## src/rtl/systolic_seq_ctrl.sv

```systemverilog
// Sequencer for one N x M systolic matmul tile: clear, skewed feed, row-by-row drain, done pulse.
// Optional busy-cycle counter on perf_cycles is enabled by defining SEQ_PERF_CNT_EN.

module systolic_seq_lane #(
  parameter int TW  = 4,
  parameter int IDX = 0
) (
  input  logic [TW-1:0] t,
  input  logic [TW-1:0] k,
  output logic          en
);
  // Lane IDX sees its k operand beats delayed by IDX cycles.
  assign en = (t >= TW'(IDX)) && (t < TW'(IDX) + k);
endmodule

module systolic_seq_ctrl #(
  parameter int N   = 2,
  parameter int M   = 2,
  parameter int K_W = 8
) (
  input  logic                 clk,
  input  logic                 rst,
  input  logic                 start,
  input  logic [K_W-1:0]       k_len,
  output logic                 busy,
  output logic                 acc_clr,
  output logic [N-1:0]         a_en,
  output logic [M-1:0]         b_en,
  output logic                 out_valid,
  input  logic                 out_ready,
  output logic [$clog2(N)-1:0] out_row,
  output logic                 done,
  output logic [31:0]          perf_cycles
);
  // Wide enough for k_len max plus the full skew without wrapping.
  localparam int TW = $clog2((2**K_W) + N + M);
  localparam int RW = $clog2(N);

  typedef enum logic [1:0] {IDLE, CLEAR, COMPUTE, DRAIN} state_t;

  state_t           state, state_nxt;
  logic [K_W-1:0]   k_q, k_nxt;
  logic [TW-1:0]    t, t_nxt, k_ext, t_last;
  logic [N-1:0]     a_lane, a_nxt;
  logic [M-1:0]     b_lane, b_nxt;
  logic             busy_nxt, clr_nxt, ov_nxt, done_nxt;
  logic [RW-1:0]    row_nxt;

  assign k_ext  = {{(TW-K_W){1'b0}}, k_q};
  assign t_last = k_ext + TW'(N + M - 3);

  for (genvar i = 0; i < N; i++) begin : g_a
    systolic_seq_lane #(.TW(TW), .IDX(i)) u_lane (.t(t), .k(k_ext), .en(a_lane[i]));
  end
  for (genvar j = 0; j < M; j++) begin : g_b
    systolic_seq_lane #(.TW(TW), .IDX(j)) u_lane (.t(t), .k(k_ext), .en(b_lane[j]));
  end

  // Outputs are registered from the current state, so they trail the state by one cycle.
  always_comb begin
    state_nxt = state;
    k_nxt     = k_q;
    t_nxt     = t;
    busy_nxt  = 1'b0;
    clr_nxt   = 1'b0;
    a_nxt     = '0;
    b_nxt     = '0;
    ov_nxt    = 1'b0;
    row_nxt   = out_row;
    done_nxt  = 1'b0;
    case (state)
      IDLE: begin
        row_nxt = '0;
        if (start) begin
          k_nxt     = k_len;
          state_nxt = CLEAR;
        end
      end
      CLEAR: begin
        busy_nxt  = 1'b1;
        clr_nxt   = 1'b1;
        t_nxt     = '0;
        row_nxt   = '0;
        state_nxt = (k_q != '0) ? COMPUTE : DRAIN;
      end
      COMPUTE: begin
        busy_nxt = 1'b1;
        a_nxt    = a_lane;
        b_nxt    = b_lane;
        t_nxt    = t + 1'b1;
        if (t == t_last) begin
          t_nxt     = '0;
          state_nxt = DRAIN;
        end
      end
      DRAIN: begin
        busy_nxt = 1'b1;
        ov_nxt   = 1'b1;
        if (out_valid && out_ready) begin
          if (out_row == RW'(N - 1)) begin
            busy_nxt  = 1'b0;
            ov_nxt    = 1'b0;
            done_nxt  = 1'b1;
            row_nxt   = '0;
            state_nxt = IDLE;
          end else begin
            row_nxt = out_row + 1'b1;
          end
        end
      end
      default: state_nxt = IDLE;
    endcase
  end

  always_ff @(posedge clk) begin
    if (rst) begin
      state     <= IDLE;
      k_q       <= '0;
      t         <= '0;
      busy      <= 1'b0;
      acc_clr   <= 1'b0;
      a_en      <= '0;
      b_en      <= '0;
      out_valid <= 1'b0;
      out_row   <= '0;
      done      <= 1'b0;
    end else begin
      state     <= state_nxt;
      k_q       <= k_nxt;
      t         <= t_nxt;
      busy      <= busy_nxt;
      acc_clr   <= clr_nxt;
      a_en      <= a_nxt;
      b_en      <= b_nxt;
      out_valid <= ov_nxt;
      out_row   <= row_nxt;
      done      <= done_nxt;
    end
  end

`ifdef SEQ_PERF_CNT_EN
  always_ff @(posedge clk) begin
    if (rst)                           perf_cycles <= '0;
    else if (state == IDLE && start)   perf_cycles <= '0;
    else if (busy && perf_cycles != '1) perf_cycles <= perf_cycles + 1'b1;
  end
`else
  assign perf_cycles = 32'd0;
`endif

endmodule

```

## config.mk

```make
export PLATFORM = sky130hd
export DESIGN_NAME = systolic_seq_ctrl
export DESIGN_NICKNAME = d
export VERILOG_FILES = /design/src/rtl/systolic_seq_ctrl.sv
export SDC_FILE = /design/constraint.sdc
export NUM_CORES = 1
export LEC_CHECK = 0
export ABC_CLOCK_PERIOD_IN_PS = 5900
export CAP_MARGIN = 20
export CORE_ASPECT_RATIO = 0.7
export CORE_MARGIN = 2
export CORE_UTILIZATION = 52
export DETAILED_ROUTE_END_ITERATION = 8
export MAX_ROUTING_LAYER = met4
export PLACE_DENSITY = 0.86
export SLEW_MARGIN = 20
export SYNTH_ARGS = -nofsm -noshare
export SYNTH_HDL_FRONTEND = slang
export SYNTH_SLANG_ARGS = --single-unit
export TNS_END_PERCENT = 100
```

## constraint.sdc

```tcl
create_clock -name clk -period 5.9 [get_ports clk]
set_input_delay 0.885 -clock clk [delete_from_list [all_inputs] [get_ports clk]]
set_output_delay 0.885 -clock clk [all_outputs]
set_load 0.02 [all_outputs]
```

* Word-level counts from Yosys, hierarchy flattened
Cells that the tools add are included.
** Storage, ports and cells
- Latch bits :: 0
- Bits in registers :: 26
- Memories kept :: 0
- Output and inout bits :: 41
- Word-level logic and storage cells :: 58
- Memory bits (writable) :: 0
- Memory bits (read-only) :: 0
- Input port bits :: 12
** Cells by class
- $add $sub $neg :: 3
- Bitwise logic cells :: 3
- Shift-type cells :: 0
- Multiply operators :: 0
- Divide/modulo/power cells :: 0
- Multiplexer cells :: 16
- Equality and inequality tests :: 8
- $lt $le $gt $ge :: 4
- Reductions and logical operators :: 15
** Operators with widths (number)
- $ge A9 B1 Y1 const B :: 2
- $pmux W9 S2 :: 1
- $add A1 B8 Y9 const A :: 1
- $add A9 B1 Y9 const B :: 1
- $eq A9 B9 Y1 :: 1
- $lt A9 B8 Y1 :: 1
- $lt A9 B9 Y1 :: 1
- $mux W9 :: 1
- $mux W2 :: 4
- $ne A2 B2 Y1 const B :: 4
- $pmux W2 S4 :: 1
- $reduce_bool A8 Y1 :: 1
- $reduce_or A2 Y1 :: 4
- $mux W1 :: 7
- $eq A2 B2 Y1 const B :: 2
- $pmux W1 S2 :: 2
- $reduce_and A2 Y1 :: 2
- $reduce_and A4 Y1 :: 1
- $reduce_bool A2 Y1 :: 2
- $logic_and A1 B1 Y1 :: 3
- $not A1 Y1 :: 3
- $reduce_or A3 Y1 :: 1
- $eq A2 B1 Y1 const B :: 1
- $logic_not A2 Y1 :: 1
- $add A1 B1 Y1 const B :: 1

* Depth between registers and ports, before layout
Gate-level depths: netlist of the first run.
- Depth after elaboration :: 4
- Depth in mapped cells :: 11
- Depth with buffers taken out :: 11

* Hierarchy
A second synthesis of the first run with hierarchy kept.
** Unflattened totals
- Cells, all modules :: 350
- Area, all modules :: 2787.7 µm²
** By module, submodules not included
- systolic_seq_ctrl :: seq. area each 560.5 µm², times used 1, area an instance 1745.4 µm², cells an instance 210
- systolic_seq_lane (g_a[0].u_lane ...) :: seq. area each 0.0 µm², times used 2, area an instance 207.7 µm², cells an instance 30
- systolic_seq_lane (g_a[1].u_lane) :: seq. area each 0.0 µm², times used 1, area an instance 315.3 µm², cells an instance 39
- systolic_seq_lane (g_b[1].u_lane) :: seq. area each 0.0 µm², times used 1, area an instance 311.5 µm², cells an instance 41

* Worst setup path before layout of the first run
OpenSTA, ideal clock, no wires.
- Path type :: reg2reg
- Start point :: register k_q[0]
- End point :: register t[1]
- Period minus slack after synthesis :: 2.188 ns
- Buffers on the path :: 1
- Path slack :: 3.712 ns
- Stages on the path, launching flop included :: 11
- Arrival :: 2.068 ns
- Path through :: dfxtp_1 -> ha_1 -> nand3_1 -> nor3_1 -> nand3_1 -> ha_1 -> nand4_1 -> o31ai_2 -> a21o_2 -> buf_4 -> a211oi_1
** On the way
- Longest elaborated chain between the ends :: 4
** RTL lines
- start, declared :: RTL line 42 : logic [K_W-1:0] k_q, k_nxt;
- start signal, assigned :: RTL line 129 : k_q <= k_nxt;
- $add A1 B8 Y9 :: RTL line 50 : assign t_last = k_ext + TW'(N + M - 3);
- $eq A9 B9 Y1 :: RTL line 91 : if (t == t_last) begin
- $mux W9 :: RTL line 91
- $pmux W9 S2 :: RTL line 71 : case (state)
- end signal, assigned :: RTL line 130 : t <= t_nxt;
- end, declared :: RTL line 43 : logic [TW-1:0] t, t_nxt, k_ext, t_last;
Every way passes these cells.
A chain may end at the register's enable or synchronous reset.

* Worst setup path after layout of the first run
- Start point :: register k_q[0]
- End point :: register state[0]
** On the way
- Longest elaborated chain between the ends :: 4
- Elaborated cells between the ends (all ways) :: 7
- Classes of those cells :: 1 x add/sub; 2 x eq/ne; 2 x mux; 2 x reduce/logical
** RTL lines
- $add A1 B8 Y9 :: RTL line 50
- $eq A9 B9 Y1 :: RTL line 91
- $ne A2 B2 Y1 (no line)
- $reduce_and A4 Y1 (no line)
- end signal, assigned :: RTL line 128 : state <= state_nxt;
- end, declared :: RTL line 41 : state_t state, state_nxt;
Parallel ways exist; a longest one is shown, timed or not.

==> results.json, run 1 <==
{
  "start_util_pct": 54.0,
  "fin_nets": 281,
  "synth.distinct_cells": 34,
  "cts.sinks": 26,
  "viasPerCell": 4.93,
  "synth_area_per_cell_um2": 8.36,
  "worstSetupEndpointType": "flop",
  "drc_errors": 0,
  "place.gp.congestion": 0.868,
  "outcome": "completed",
  "synth.largest_area_cell": "dfxtp_1",
  "antenna_left": 0,
  "slew_violations": 0,
  "cts_tree": "done",
  "vias": 1431,
  "drive_above_1_share_pct": 3.75,
  "grt_overflow": 0,
  "post_cts_buffers": 0,
  "rsz0062_at_grt": "no",
  "area_growth_pct": 6.53,
  "r2r_setup_slack_ns": 3.36,
  "synthTopCellsByArea": "dfxtp_1 27%, ha_1 18%, buf_4 14%, a21oi_1 4.5%, nand3_1 4.0%",
  "antenna_found_initial": 0,
  "root_buffer": "clkbuf_8",
  "crit_fanout": 5,
  "synthesis.area_um2": 1900,
  "synth_top_flop_cell": "dfxtp_1",
  "pin_count": 53,
  "synth_enable_flop_cells": 0,
  "yosysMostFrequentCell": "buf_4",
  "hold_violations": 0,
  "cts_buffers": 3,
  "io_buffers": 20,
  "drtPass1Iterations": 4,
  "relSlewSlack_pct": 59.6,
  "p_leak_nw": 0.823,
  "worst_slew_pin_slew_ns": 0.604,
  "die_w_um": 76.2,
  "rows": 18,
  "core_um2": 3510,
  "utilization_pct": 57.5,
  "postCtsHoldBufs": 0,
  "instances_no_fill": 290,
  "yosys_warnings": 0,
  "die-area_um2": 4150,
  "power.density_nw_per_um2": 313,
  "grt_pass1_vias": 1285,
  "insertion_delay_ns": 0.27,
  "drv_cap": 0,
  "crit_type": "flop to flop",
  "ys_ff_latch": 26,
  "placed_cell_area_um2": 1980,
  "clk_pin_slew_ns": 0.09,
  "grt_max_degree": 18,
  "fin_setup_tns_ns": 0,
  "die_h_um": 54.5,
  "startpoint_type": "flop",
  "netlist_instances": 227,
  "drt_iter0_markers": 70,
  "synth_top_cell_area_share_pct": 27.4,
  "crit_required_ns": 6.03,
  "dp_hpwl_um": 2690,
  "worstHoldPathType": "flop to flop",
  "grt_pass1_wl_um": 5610,
  "place_inst": 287,
  "wl_um": 3380,
  "peakVddDrop_v": 0.000161,
  "synth_common_cells": "35 x buf_4, 27 x ha_1, 26 x dfxtp_1",
  "period_needed_ns": 2.54,
  "finalInstanceArea_um2": 2020,
  "clock.fmax_mhz": 394,
  "antennaDiodeCount": 0,
  "fin_crit_sh_pct": 43.1,
  "async_flop_share_pct": 0,
  "grtUsageTotal_pct": 17.7,
  "post_drt_wl_per_cell_um": 11.7,
  "cts_resized": 0,
  "arrival_ns": 2.67,
  "skew_ns": 0.00860,
  "clockBufferDepth": 2,
  "setup_violations": 0,
  "ys_seq_area_share_pct": 27.4,
  "h-tree-depth": 1
}
[through the flow]
stage,setup WS [ns],hold slack [ns],total power [mW]
after floorplan,3.71,0.449,0.486
after global placement,3.50,0.462,0.525
after detailed placement,3.47,0.464,0.533
after CTS,3.38,0.476,0.634
after global routing,3.14,0.522,0.681
final,3.36,0.477,0.631
[layout make-up]
cell class | count | area [um^2]
Fill cell | 328 | 1490
Tap cell | 50 | 62.6
Inverter | 14 | 52.6
Sequential cell | 26 | 520
Multi-Input combinational cell | 177 | 1140
Clock buffer | 3 | 41.3
Timing Repair Buffer | 20 | 200
[flip-flops by register name, indices dropped and copies added (netlist names)]
name and cells:
busy 1, acc_clr 1, done 1, out_valid 1, state 2, t 9
b_en 2, out_row 1, k_q 8
[layout by cell type (no fill, tap or decap), drive strengths merged, types with 2 or more instances in the layout]
cell type	netlist	final
dfxtp	26	26
o21a	2	2
ha	27	27
xnor2	7	7
nor2b	5	5
o21ai	5	5
clkbuf	2	3
conb	1	32
nand3	15	15
inv	14	14
nor3	4	4
nor4	4	4
nor2	16	16
a21oi	17	17
nand4	6	6
xor2	7	7
and3	2	2
nand2	16	16
clkdlybuf4s50	0	20
[worst max-delay path, cell delays in order (launching register included)]
cell and delay, ns:
dfxtp_1 0.41, ha_1 0.21, nand3_1 0.13, nor3_1 0.29, nand3_1 0.13, ha_1 0.31, nand4_1 0.13, o31ai_2 0.34
nand2_1 0.14, o21ai_0 0.21, a21oi_1 0.09
[layer usage]
layer / global-route usage (%) / up-vias / routed length, um
met2: 32.3 / 44 / 1570
met1: 21.1 / 651 / 1600
met4: 3.03 / 0 / 23
li1: - / 732 / -
met5: - / - / 0
met3: 3.96 / 4 / 190
[final timing paths]
path                             start        to  cells after the start
worst max-delay path            k_q[0]  state[0]                     10
worst min-delay path            k_q[5]    k_q[5]                      2
worst max register to register  k_q[0]  state[0]                     10
worst min register to register  k_q[5]    k_q[5]                      2
[cells by family (layout without fill, tap and decap cells)]
logic type	after synthesis	in the layout	share of synthesized area, %
xor+xnor	14	14	6.46
fa+ha+maj	27	27	17.8
simple gates	71	71	18.8
buf+inv	55	37	18.4
other cells	1	32	0.198
compound gates	33	33	10.9
flops	26	26	27.4
[report_power, final]
part	switching (mW)	internal, mW	total (mW)
clock network	0.0525	0.0458	0.0982
registers	0.0352	0.202	0.237
logic	0.179	0.117	0.296
Power figures use the tool's default switching activity.
==> run 2: changes to the inputs <==
--- a/config.mk
+++ b/config.mk
@@ -5,14 +5,14 @@
 export SDC_FILE = /design/constraint.sdc
 export NUM_CORES = 1
 export LEC_CHECK = 0
-export ABC_CLOCK_PERIOD_IN_PS = 5900
+export ABC_CLOCK_PERIOD_IN_PS = 2400
 export CAP_MARGIN = 20
 export CORE_ASPECT_RATIO = 0.7
 export CORE_MARGIN = 2
-export CORE_UTILIZATION = 52
+export CORE_UTILIZATION = 48
 export DETAILED_ROUTE_END_ITERATION = 8
 export MAX_ROUTING_LAYER = met4
-export PLACE_DENSITY = 0.86
+export PLACE_DENSITY = 0.8
 export SLEW_MARGIN = 20
 export SYNTH_ARGS = -nofsm -noshare
 export SYNTH_HDL_FRONTEND = slang
==> constraint.sdc (replaced) <==
create_clock -name clk -period 2.4 [get_ports clk]
set_input_delay 0.36 -clock clk [delete_from_list [all_inputs] [get_ports clk]]
set_output_delay 0.36 -clock clk [all_outputs]
set_load 0.02 [all_outputs]
==> results.json, run 2 (same netlist as run 1, synthesis figures left out) <==
{
  "grt_max_degree": 16,
  "top_regs": "t (9), k_q (8)",
  "clockBufferDepth": 2,
  "final_common_cell": "conb_1",
  "drtPass1Iterations": 4,
  "root_buffer": "clkbuf_8",
  "cts.sinks": 26,
  "start_util_pct": 49.3,
  "worstSetupEndpointType": "flop",
  "power.density_nw_per_um2": 833,
  "wl_um": 3620,
  "post_drt_wl_per_cell_um": 12.1,
  "crit_type": "flop to flop",
  "grtUsageTotal_pct": 16.9,
  "period_needed_ns": 2.30,
  "fin_setup_tns_ns": 0,
  "clk_pin_slew_ns": 0.10,
  "pin_count": 53,
  "vias": 1445,
  "worstHoldPathType": "flop to flop",
  "ff2ff_path_depth": 11,
  "dp_slack_ns": 0.0427,
  "peakVddDrop_v": 0.000351,
  "hold_violations": 0,
  "outcome": "completed",
  "place.gp.congestion": 0.891,
  "postCtsHoldBufs": 0,
  "die_h_um": 56.6,
  "die-area_um2": 4480,
  "arrival_ns": 2.48,
  "p_leak_nw": 0.874,
  "crit_required_ns": 2.57,
  "die_w_um": 79.1,
  "cts_buffers": 3,
  "hold_ws_ns": 0.481,
  "area_growth_pct": 12.7,
  "layout_setup_ws_ns": 0.0952,
  "drt_iter0_markers": 73,
  "fin_crit_sh_pct": 96.0,
  "instances_no_fill": 300,
  "place_inst": 295,
  "finalInstanceArea_um2": 2140,
  "regMostFlops": "t",
  "grt_pass1_vias": 1315,
  "rows": 19,
  "h-tree-depth": 1,
  "grt_pass1_wl_um": 5890,
  "dp_hpwl_um": 2710,
  "skew_ns": 0.00913,
  "largest_reg_flops": 9,
  "antennaDiodeCount": 0,
  "slew_violations": 0,
  "core_um2": 3850,
  "startpoint_type": "flop",
  "cts_tree": "done",
  "viasPerCell": 4.82,
  "io_buffers": 20,
  "drive_above_1_share_pct": 8.47,
  "crit_fanout": 4,
  "drv_cap": 0,
  "layout_common_cells": "32 x conb_1, 27 x ha_1, 26 x dfxtp_1",
  "hold_depth": 2,
  "drc_errors": 0,
  "placed_cell_area_um2": 2030,
  "num-fill-cells": 359,
  "insertion_delay_ns": 0.28,
  "clock.fmax_mhz": 434,
  "antenna_left": 0,
  "setup_violations": 0,
  "fin_nets": 288,
  "grt_overflow": 0,
  "antenna_found_initial": 0
}
run 2: layout make-up:
type                            instances  area, um^2  share of cell area (%)
Inverter                               14        52.6                    2.46
Multi-Input combinational cell        177        1180                    55.0
Clock inverter                          1        30.0                    1.40
Sequential cell                        26         520                    24.3
Timing Repair Buffer                   27         253                    11.8
Clock buffer                            3        41.3                    1.93
Tap cell                               52        65.1                    3.04
run 2: metal layers:
layer  up-vias  share of wire (%)  GRT usage (%)
met5         -                  0              -
met4         0               0.53           2.71
met3         3                4.3           3.86
met2        30                 44           25.4
met1       667                 51           23.7
li1        745                  -              -
run 2: what timing repair did:
action,4_1_cts,5_1_grt
setup endpoints to repair,6,11
buffers inserted,0,1
gates resized for setup,2,5
pin swaps,0,2
run 2: stage by stage:
stage	power, mW	utilization, %
after floorplan	1.19	-
after global placement	1.34	52.6
after detailed placement	1.35	52.6
after CTS	1.75	54.8
after global routing	1.90	55.5
final	1.78	55.5
run 2: path summary, 6_finish.rpt:
kind          start  endpoint  slack [ns]
max          k_q[1]  state[0]         0.1
min          k_q[4]    k_q[4]        0.48
max reg2reg  k_q[1]  state[0]         0.1
min reg2reg  k_q[4]    k_q[4]        0.48
run 2: worst max-delay path, stage by stage, from the launching register on:
cell and delay, ns:
dfxtp_1 0.37, inv_1 0.12, nor3_2 0.18, nand3_1 0.15, nor3_2 0.17, xnor2_1 0.09, ha_1 0.30, nand4_1 0.16
o31ai_4 0.30, nand2_2 0.11, o21ai_1 0.16, a21oi_1 0.08
run 2: power by group:
part	internal [mW]	leakage (nW)	total, mW	switching (mW)
Sequential	0.496	0.212	0.580	0.0841
Combinational	0.337	0.627	0.833	0.496
Clock	0.224	0.0357	0.368	0.144
Total	1.06	0.874	1.78	0.724
==> run 3: changes to the inputs <==
--- a/config.mk
+++ b/config.mk
@@ -13,7 +13,6 @@
 export DETAILED_ROUTE_END_ITERATION = 8
 export MAX_ROUTING_LAYER = met4
 export PLACE_DENSITY = 0.8
-export SLEW_MARGIN = 20
 export SYNTH_ARGS = -nofsm -noshare
 export SYNTH_HDL_FRONTEND = slang
 export SYNTH_SLANG_ARGS = --single-unit
==> results of run 3 <==
No change in the layout: final DEF, timing and power equal those of run 2.
==> variant, RTL diff (config.mk and constraints of run 3) <==
The parameter `M` goes from 2 to 8.
--- a/src/rtl/systolic_seq_ctrl.sv
+++ b/src/rtl/systolic_seq_ctrl.sv
@@ -15,7 +15,7 @@
 
 module systolic_seq_ctrl #(
   parameter int N   = 2,
-  parameter int M   = 2,
+  parameter int M   = 8,
   parameter int K_W = 8
 ) (
   input  logic                 clk,
Interface: changed (resized b_en); port bits go from 53 to 59. The function was not compared with the original's and may differ.
==> variant against run 3 <==
Fmax up 0.81%; largest power group unchanged; die area up 83%; largest cell class unchanged; synthesized area up 89%; critical endpoint is now b_en[5]; routed wire length rose to 2.6 times the old value; final area up 100%; sequential cell count up 6; worst setup slack better by 0.019 ns; total power up 52%.
==> variant: results (changes against run 3) <==
outcome:
  status: "complete, no violations"
cts:
  path_clk_slew_ns: 0.08  # -0.02 ns
  h-tree-depth: 2  # +1
  insertion_delay_ns: 0.30  # +0.02 ns
final_layout:
  post-route-util_pct: 58.7  # +3.1 points
  final-seq-area_um2: 648  # +25%
  top_regs: "t: 9 flops, k_q: 8 flops, b_en: 7 flops"
  nonClkBufAreaFrac_pct: 12.7  # +0.86 points
  area_delta_synth_final_pct: 19.0
  multi_input_cells: 363  # +110%
  n_all_inverters: 21  # +7
  fillers: 658  # +83%
  sh_seq_area_pct: 15.2  # -9.2 points
  num-nonclk-buffers: 63  # +130%
  multi_input_area_mm2: 0.00279  # +140%
  clock_buffer_count: 5  # +2
  nNetsFinal: 578  # +100%
  clk_share_pct: 2.05  # -1.3 points
  drive_gt1_share_pct: 16.0  # +7.5 points
global_routing:
  grt_util_met2_pct: 35.8  # +10 points
  use_met1_pct: 33.2  # +9.5 points
  track_usage_pct: 24.0  # +7.0 points
  grtUsageMet3_pct: 4.96  # +1.1 points
  grt_pass1_wl_mm: 15.1  # +160%
  grt_max_degree: 17  # +1
  grt_pass1_vias: 2986  # +130%
route:
  wl_per_cell_um: 16.1  # +34%
  wl_met2_mm: 4.16  # +160%
  wl_met3_um: 804  # +410%
  wl_met1_mm: 4.35  # +140%
  wirelength_mm: 9.44  # +160%
  dr.pass1.iters: 4  # unchanged
  vias_per_cell: 5.37  # +11%
  drt_iter0_markers: 291  # +300%
yosys:
  synth_seq_cells: 32  # +23%
  synth_compound_area_share_pct: 14.5  # +3.6 points
  synth_area_leaders: "ha_1, dfxtp_1, xnor2_1"
  synth.distinct_cells: 43  # +26%
  yosys.area_share.adder_pct: 27.9  # +10 points
  synth_mux_area_share_pct: 0  # unchanged
  synthXorXnorAreaFrac_pct: 10.7  # +4.3 points
  synth-seq-area-share_pct: 17.8  # -9.6 points
  synth_cells: 435  # +92%
  synth_common_cells: "ha_1, nor2_1, buf_4"
place:
  hpwlAfterDp_mm: 7.24  # +170%
  port_buffers: 26  # +30%
  pre_cts_ws_ns: -0.0282  # -0.0708 ns
  dp.cells: 574  # +95%
  place.gp.congestion: 1.04  # +16%
  placed_cell_area_mm2: 0.00402  # +98%
power:
  ir_worst_vdd_mv: 0.499  # +42%
  p_leak_nw: 1.84  # +110%
sta:
  finalClockSkew_ns: 0.0125  # +0.00340 ns
setup_path:
  cp.arrival_ns: 2.53  # +0.05 ns
-- variant: timing repair --
item,in CTS,in global routing
pin swaps,1,9
buffers inserted,1,2
setup endpoints to repair,11,16
resized for setup,4,30
-- variant: path summary, 6_finish.rpt --
check / startpoint / endpoint / slack, ns / cells past startpoint
min: k_q[6] / k_q[6] / 0.51 / 2
min reg2reg: k_q[6] / k_q[6] / 0.51 / 2
max reg2reg: k_q[2] / b_en[5] / 0.11 / 11
max: k_q[2] / b_en[5] / 0.11 / 11
-- variant: power breakdown --
part | switching, mW | total [mW] | internal, mW
logic | 0.895 | 1.59 | 0.693
registers | 0.0888 | 0.689 | 0.600
clock network | 0.232 | 0.434 | 0.202
-- variant: critical path, stage by stage (launching register included) --
cell and delay [ns]:
dfxtp_4 0.39, inv_4 0.06, buf_4 0.15, ha_1 0.18, a21oi_2 0.18, nor2_1 0.07, xnor2_1 0.13, ha_1 0.35
a21oi_2 0.15, o21ai_1 0.07, nor4_1 0.33, o31a_1 0.19
